`src/rtl/shift_add_multiplier_pkg.sv`:
```
// ============================================================================
// Module   : shift_add_multiplier_pkg
// Brief    : Shared state encoding for the sequential shift-and-add multiplier.
// Revision : 1.0 - initial release
// ============================================================================
`default_nettype none

package shift_add_multiplier_pkg;

  typedef enum logic [1:0] {
    IDLE = 2'd0,
    RUN  = 2'd1,
    DONE = 2'd2
  } mul_state_t;

endpackage

`default_nettype wire

```
`src/rtl/shift_add_multiplier_shifter.sv`:
```
// ============================================================================
// Module   : Shifter
// Brief    : Combinational barrel shifter with logical shift and rotate modes.
// Revision : 1.0 - initial release
// ============================================================================
`default_nettype none

module Shifter #(
  parameter int BitWidth = 16
) (
  input  logic [BitWidth-1:0]         dIN,
  input  logic [$clog2(BitWidth)-1:0] ShAmount,
  input  logic                        En,
  input  logic                        Left,
  input  logic                        RotateEnable,
  output logic [BitWidth-1:0]         dOUT
);

  localparam int AW = $clog2(BitWidth);

  logic [AW:0]          inv_amt;
  logic [BitWidth-1:0]  rot_left;
  logic [BitWidth-1:0]  rot_right;

  // A shift by the full width yields zero, so a zero amount rotates cleanly.
  assign inv_amt   = (AW+1)'(BitWidth) - {1'b0, ShAmount};
  assign rot_left  = (dIN << ShAmount) | (dIN >> inv_amt);
  assign rot_right = (dIN >> ShAmount) | (dIN << inv_amt);

  always_comb begin
    dOUT = dIN;
    if (En) begin
      case ({Left, RotateEnable})
        2'b10:   dOUT = dIN << ShAmount;
        2'b11:   dOUT = rot_left;
        2'b01:   dOUT = rot_right;
        default: dOUT = dIN >> ShAmount;
      endcase
    end
  end

endmodule

`default_nettype wire

```
`src/rtl/shift_add_multiplier.sv`:
```
// ============================================================================
// Module   : shift_add_multiplier
// Brief    : Unsigned sequential multiplier, one multiplier bit per cycle.
// Revision : 1.0 - initial release
// ============================================================================
`default_nettype none

module shift_add_multiplier
  import shift_add_multiplier_pkg::*;
#(
  parameter int BitWidth = 8
) (
  input  logic                  Clk,
  input  logic                  Rst,
  input  logic                  Start,
  input  logic [BitWidth-1:0]   A,
  input  logic [BitWidth-1:0]   B,
  output logic                  Ready,
  output logic                  Busy,
  output logic                  Done,
  output logic [2*BitWidth-1:0] Product
);

  localparam int PW = 2 * BitWidth;
  localparam int CW = $clog2(PW);
  localparam logic [CW-1:0] LAST_COUNT = CW'(BitWidth - 1);

  mul_state_t    state_q, state_d;
  logic [CW-1:0] count_q, count_d;
  logic [PW-1:0] mcand_q, mcand_d;
  logic [BitWidth-1:0] mplier_q, mplier_d;
  logic [PW-1:0] acc_q, acc_d;
  logic [PW-1:0] product_q, product_d;

  logic [PW-1:0] shifted;
  logic [PW-1:0] mplier_ext;
  logic          bit_set;
  logic [PW-1:0] sum;

  Shifter #(
    .BitWidth (PW)
  ) u_shifter (
    .dIN          (mcand_q),
    .ShAmount     (count_q),
    .En           (1'b1),
    .Left         (1'b1),
    .RotateEnable (1'b0),
    .dOUT         (shifted)
  );

  // Widening the multiplier lets the counter index it without truncation.
  assign mplier_ext = {{BitWidth{1'b0}}, mplier_q};
  assign bit_set    = mplier_ext[count_q];
  assign sum        = bit_set ? (acc_q + shifted) : acc_q;

  always_comb begin
    state_d   = state_q;
    count_d   = count_q;
    mcand_d   = mcand_q;
    mplier_d  = mplier_q;
    acc_d     = acc_q;
    product_d = product_q;
    case (state_q)
      RUN: begin
        acc_d = sum;
        if (count_q == LAST_COUNT) begin
          product_d = sum;
          state_d   = DONE;
        end else begin
          count_d = count_q + CW'(1);
        end
      end
      default: begin
        state_d = IDLE;
        if (Start) begin
          state_d  = RUN;
          mcand_d  = {{BitWidth{1'b0}}, A};
          mplier_d = B;
          acc_d    = '0;
          count_d  = '0;
        end
      end
    endcase
  end

  always_ff @(posedge Clk or posedge Rst) begin
    if (Rst) begin
      state_q   <= IDLE;
      count_q   <= '0;
      mcand_q   <= '0;
      mplier_q  <= '0;
      acc_q     <= '0;
      product_q <= '0;
    end else begin
      state_q   <= state_d;
      count_q   <= count_d;
      mcand_q   <= mcand_d;
      mplier_q  <= mplier_d;
      acc_q     <= acc_d;
      product_q <= product_d;
    end
  end

  assign Ready   = (state_q != RUN);
  assign Busy    = (state_q == RUN);
  assign Done    = (state_q == DONE);
  assign Product = product_q;

endmodule

`default_nettype wire

```
`config.mk`:
```
export PLATFORM = sky130hd
export DESIGN_NAME = shift_add_multiplier
export DESIGN_NICKNAME = d
export VERILOG_FILES = /design/src/rtl/shift_add_multiplier_pkg.sv /design/src/rtl/shift_add_multiplier_shifter.sv /design/src/rtl/shift_add_multiplier.sv
export SDC_FILE = /design/constraint.sdc
export NUM_CORES = 1
export LEC_CHECK = 0
export ABC_AREA = 1
export BUFFER_PORTS_ARGS = -buffer_cell sky130_fd_sc_hd__buf_4
export CAP_MARGIN = 20
export CORE_MARGIN = 2
export CORE_UTILIZATION = 53
export DETAILED_ROUTE_END_ITERATION = 12
export PLACE_DENSITY_LB_ADDON = 0.1
export SYNTH_ARGS = -nofsm -noshare
export SYNTH_HDL_FRONTEND = slang
export SYNTH_SLANG_ARGS = --single-unit
```
`constraint.sdc`:
```
create_clock -name Clk -period 2.66 [get_ports Clk]
set_clock_uncertainty 0.05 [all_clocks]
set_input_delay 0 -clock Clk [delete_from_list [all_inputs] [get_ports Clk]]
set_output_delay 0 -clock Clk [all_outputs]
set_load 0.02 [all_outputs]
```
## After elaboration in Yosys (flattened, before gate mapping)

Index checks and enable logic that the tools add are counted.

- Bitwise gates (word level): 1
- Muxes and demuxes: 11
- Eq/ne operators: 6
- Reduce and logical (&&, ||, !) cells: 4
- $add $sub $neg: 2
- Shift-type cells: 1
- Magnitude comparators: 1

Operators by type and width:

| operator | number |
|---|---|
| $mux W16 | 3 |
| $add A16 B16 Y16 | 1 |
| $shl A8 B4 Y16 | 1 |
| $mux W4 | 3 |
| $reduce_and A2 Y1 | 3 |
| $lt A4 B5 Y1 const B | 1 |
| $add A4 B1 Y4 const B | 1 |
| $bmux W1 S4 | 1 |
| $eq A4 B3 Y1 const B | 1 |
| $mux W2 | 2 |
| $ne A2 B1 Y1 const B | 2 |
| $eq A2 B1 Y1 const B | 1 |
| $eq A2 B2 Y1 const B | 1 |
| $mux W1 | 2 |
| $ne A2 B2 Y1 const B | 1 |
| $reduce_bool A2 Y1 | 1 |
| $not A1 Y1 | 1 |

- Output and inout bits: 19
- Register bits: 54

## Longest topological paths before layout

- Depth after elaboration: 4
- Depth in mapped cells: 20
- Gate-level depth less buffers: 20

## Modules after synthesis

From an unflattened synthesis, not the netlist that was laid out.

- Cells, all modules: 1,103
- Area total of the unflattened synthesis: 6,224.7 um^2

Modules (own cells, without submodules):

| module | cells an instance | area an instance (um^2) | times used |
|---|---|---|---|
| shift_add_multiplier | 471 | 3,323.2 | 1 |
| Shifter | 632 | 2,901.5 | 1 |

## Worst setup path before layout

No wires, ideal clock.

- Kind: register to register
- Start point: reg count_q[0]
- End point: reg acc_q[15]
- Period minus slack after synthesis: 2.535 ns
- Cell stages (with the launch flop): 20
- Library setup time: 0.120 ns
- Slack: 0.125 ns
- Data required time: 2.490 ns
- Path buffers: 2
- Arrival time: 2.365 ns
- Cells stage by stage: dfrtp_1 -> buf_6 -> buf_2 -> o21ai_0 -> nand2_1 -> o21ai_0 -> nand2_1 -> nand2_1 -> nor2_1 -> ha_1 -> nand2_1 -> inv_1 -> a21oi_1 -> nand2_1 -> a21oi_1 -> inv_1 -> nand2_1 -> nand3_1 -> nand3_1 -> nand2_1

- Word-level cells in the longest chain between the ends: 4
- Elaborated cells on any way between the ends: 6
- Those cells by class: 1 x add/sub; 1 x shift; 4 x mux

Ends and longest elaborated chain:

| element | RTL line | text |
|---|---|---|
| start, declared | shift_add_multiplier.sv:29 | `logic [CW-1:0] count_q, count_d;` |
| start signal, assigned | shift_add_multiplier.sv:96 | `count_q <= count_d;` |
| $shl A8 B4 Y16 / $bmux W1 S4 (equally long branches) | shift_add_multiplier_shifter.sv:34, shift_add_multiplier.sv:53 |  |
| $add A16 B16 Y16 / $mux W1 (equally long branches) | shift_add_multiplier.sv:54, shift_add_multiplier.sv:53 |  |
| $mux W16 * | shift_add_multiplier.sv:54 | `assign sum = bit_set ? (acc_q + shifted) : acc_q;` |
| $mux W16 * | shift_add_multiplier.sv:63 | `case (state_q)` |
| end signal, assigned | shift_add_multiplier.sv:92 | `acc_q <= '0;` |
| end signal, assigned | shift_add_multiplier.sv:99 | `acc_q <= acc_d;` |
| end, declared | shift_add_multiplier.sv:32 | `logic [PW-1:0] acc_q, acc_d;` |

Every way passes the cells marked *; elsewhere a longest branch is shown, timed or not. The select of a mux whose other input is x is not followed.
A chain may end at the register's enable or synchronous reset.

## Worst setup path in the final report

- Start point: reg count_q[0]
- End point: reg acc_q[10]

Same word-level chain as after synthesis.

==> key figures <==
Outcome
  – Status: finished clean

Floorplanning
  – Initial core utilization: 54.7%
  – Die Area: 7210 um^2
  – DIE HEIGHT: 84.9 um
  – Die width: 84.9 um
  – Ports: 38
  – Core ar.: roughly 6300 um^2
  – Row cnt: 29

Clock network
  – CTS tree: yes
  – Clock Tree Root: clkbuf_8
  – Clock Path Buffers: 2
  – Clock Latency Late Sink: roughly 0.31 ns
  – CTS H-tree lvls: 2
  – Clk slew on worst S/H paths: 0.10 ns
  – CTS Sinks: 54
  – Inserted Clock Buffers: 5

GRT
  – Vias in the first global route: 3305
  – Largest net degree at the start of global routing: 35
  – Initial antenna violation count: 0
  – First-pass GRT wire length: between 10 and 15 mm
  – Grt total ovfl: 0
  – GRT Resource Usage Total: between 20 and 30%

Synthesis
  – Synth area leader: dfrtp_1
  – Post-synth ARST share: 100%
  – Most common cell in the netlist: nand2_1
  – Synth Area in Adders: under 10%
  – Top cells by count, synth: 178 x nand2_1, 54 x dfrtp_1, 47 x nand3_1
  – Simple-gate share of the synthesized area: 32.8%
  – Xor/xnor share of the synthesized area: 1.26%
  – Syn Nets: 533
  – Largest family of logic cells by synthesized area: simple AND/OR/NAND/NOR gates
  – Ys Warns: 0
  – Synthesized area per cell: 6.98 um^2
  – Multiplexer area fraction after synthesis: 0.288%
  – Synth cell types: 32
  – Dominant cells by area after synthesis: dfrtp_1 39%, nand2_1 19%, nand3_1 6.8%
  – Synthesized instance count: between 400 and 500
  – Post-Syn Area: 3470 um^2
  – Seq/Total Area, Yosys: 38.9%
  – Complex-gate fraction of the synthesized area: around 12%
  – Synth Flop Type: dfrtp_1
  – Post-synth top area share: 38.9%
  – Number of synthesized flops with an enable pin: 0
  – Seq cells post-synth: 54

Timing
  – Rel. slew slack: 64.4%
  – Max-slew violation count: 0
  – Setup tns final: 0 ns
  – Achievable frequency: 0.380 GHz
  – Final min period: between 2 and 3 ns
  – Count of final setup violators: 0
  – Hold Vio Cnt, Final: 0
  – RSZ-0062 raised after global routing: true
  – Final cycle utilization of the critical path: 99.0%
  – Worst-Margin Slew: 0.533 ns
  – Min Hold Slack: 0.0845 ns

Route
  – Routed via count: 3543
  – 1st-iter DRT viols: around 260
  – Total length of routed wires: 9.61 mm
  – Drt first pass iters: 5
  – Vias per cell: 5.48
  – Final antenna-violating net count: 0
  – Number of remaining DRC errors: 0
  – Routed length per placed instance: 14.8 um

Job
  – Max-Cap Viols: 0

Placed design
  – Buffers on Ports: 37
  – Final HPWL DP: 6.37 mm
  – Gpl congestion: between 0.9 and 1

Worst setup path
  – WP data required: 2.81 ns
  – WP data arrival: 2.78 ns
  – CP Max Fanout: 6
  – CP Capture Type: flip-flop
  – CP Class: reg2reg
  – Worst setup SP type: flip-flop

Cells and area
  – # diodes: 0
  – Layout cells sized above 1: 29.5%
  – Layout area overhead: 34.6%
  – Layout fillers: 496
  – Final #Nets: 605

Worst hold path
  – Hold Path Class: in2reg
[repair_timing]
item	in CTS	in global routing
pin swaps	4	45
hold buffers	17	0
setup buffers	3	9
resized for setup	11	102
endpoints found under the setup margin	2	22
cloned	0	0
endpoints found under the hold margin	36	0
[area by class of cell]
cell class,count,area [um^2],area share (%)
tap,77,96.3,2.06
timing repair buffer,82,682,14.6
clock inverter,2,12.5,0.268
sequential,54,1350,29.0
inverter,50,204,4.37
clock buffer,6,82.6,1.77
multi-input combinational,376,2240,48.0
[flip-flops by register name (all words and copies together), names as in the netlist]
signal,flops
Product,16
acc_q,16
mcand_q,8
mplier_q,8
count_q,4
state_q,2
[placed cells by master, fill, tap and decap left out, drive strengths merged, types with 2 or more instances in the layout]
master,synthesis,final
nand2,179,179
buf,8,65
dfrtp,54,54
inv,50,49
nand3,48,48
o21ai,47,47
nor2,38,38
dlygate4sd3,0,17
ha,16,16
a21oi,16,16
clkbuf,9,6
o22ai,6,6
or2,5,5
xnor2,3,3
o21bai,3,3
o221ai,3,3
a21o,2,2
clkinvlp,0,2
xor2,2,2
nand4,2,2
nor3,2,2
[kinds of logic after synthesis]
logic type / count (synthesis)
and+or+nand+nor: 275
AOI/OAI and AO/OA: 78
buffers and inverters: 67
DFF: 54
adders and majority gates: 17
xor gates and xnor gates: 5
muxes: 1
[critical path, stage by stage, from the launching register on]
cell	delay (ns)
dfrtp_2	0.46
nand2_1	0.08
o21ai_1	0.11
mux2i_2	0.22
nand2_1	0.09
o21ai_2	0.10
nor2_2	0.08
ha_1	0.35
buf_4	0.15
nand2_1	0.08
inv_1	0.05
nand2_1	0.07
nand2_1	0.13
nand2_2	0.10
nand3_1	0.06
nand2_1	0.06
nand3_1	0.11
nand3_1	0.10
o21ai_1	0.06
[stage by stage]
stage,util [%],instance area [um^2],instances,setup slack [ns]
6_report,73.6,4670,647,0.0271
4_1_cts,66.0,4190,638,0.0200
3_5_place_dp,61.2,3880,610,-0.0276
3_3_place_gp,60.8,3860,609,-0.0122
5_1_grt,73.6,4670,647,-0.179
2_1_floorplan,-,3470,497,0.125
[layer usage]
| metal | part of all wire (%) | GRT usage, % | vias to the layer above |
|---|---|---|---|
| li1 | - | - | 1749 |
| met1 | 43 | 34.1 | 1671 |
| met2 | 51 | 44.3 | 100 |
| met3 | 3.5 | 3.31 | 23 |
| met4 | 2.4 | 7.65 | 0 |
| met5 | 0 | 0 | - |
[path summary, 6_finish.rpt]
path                                    startpoint  slack, ns                 endpoint  cells after the start
max in group asynchronous                      Rst       1.78   count_q[2]$_DFFE_PP0P_                      4
max                         count_q[0]$_DFFE_PP0P_       0.03    acc_q[10]$_DFFE_PP0P_                     18
min in group asynchronous                      Rst       0.22   Product[0]$_DFFE_PP0P_                      3
min                                          Start       0.08   state_q[0]$_DFFE_PP0P_                      3
max reg2reg                 count_q[0]$_DFFE_PP0P_       0.03    acc_q[10]$_DFFE_PP0P_                     18
min reg2reg                Product[12]$_DFFE_PP0P_       0.44  Product[12]$_DFFE_PP0P_                      2
Power is left out: the tool's default activity adds up to more than one toggle a clock period on the data nets, which glitch-free logic cannot reach.
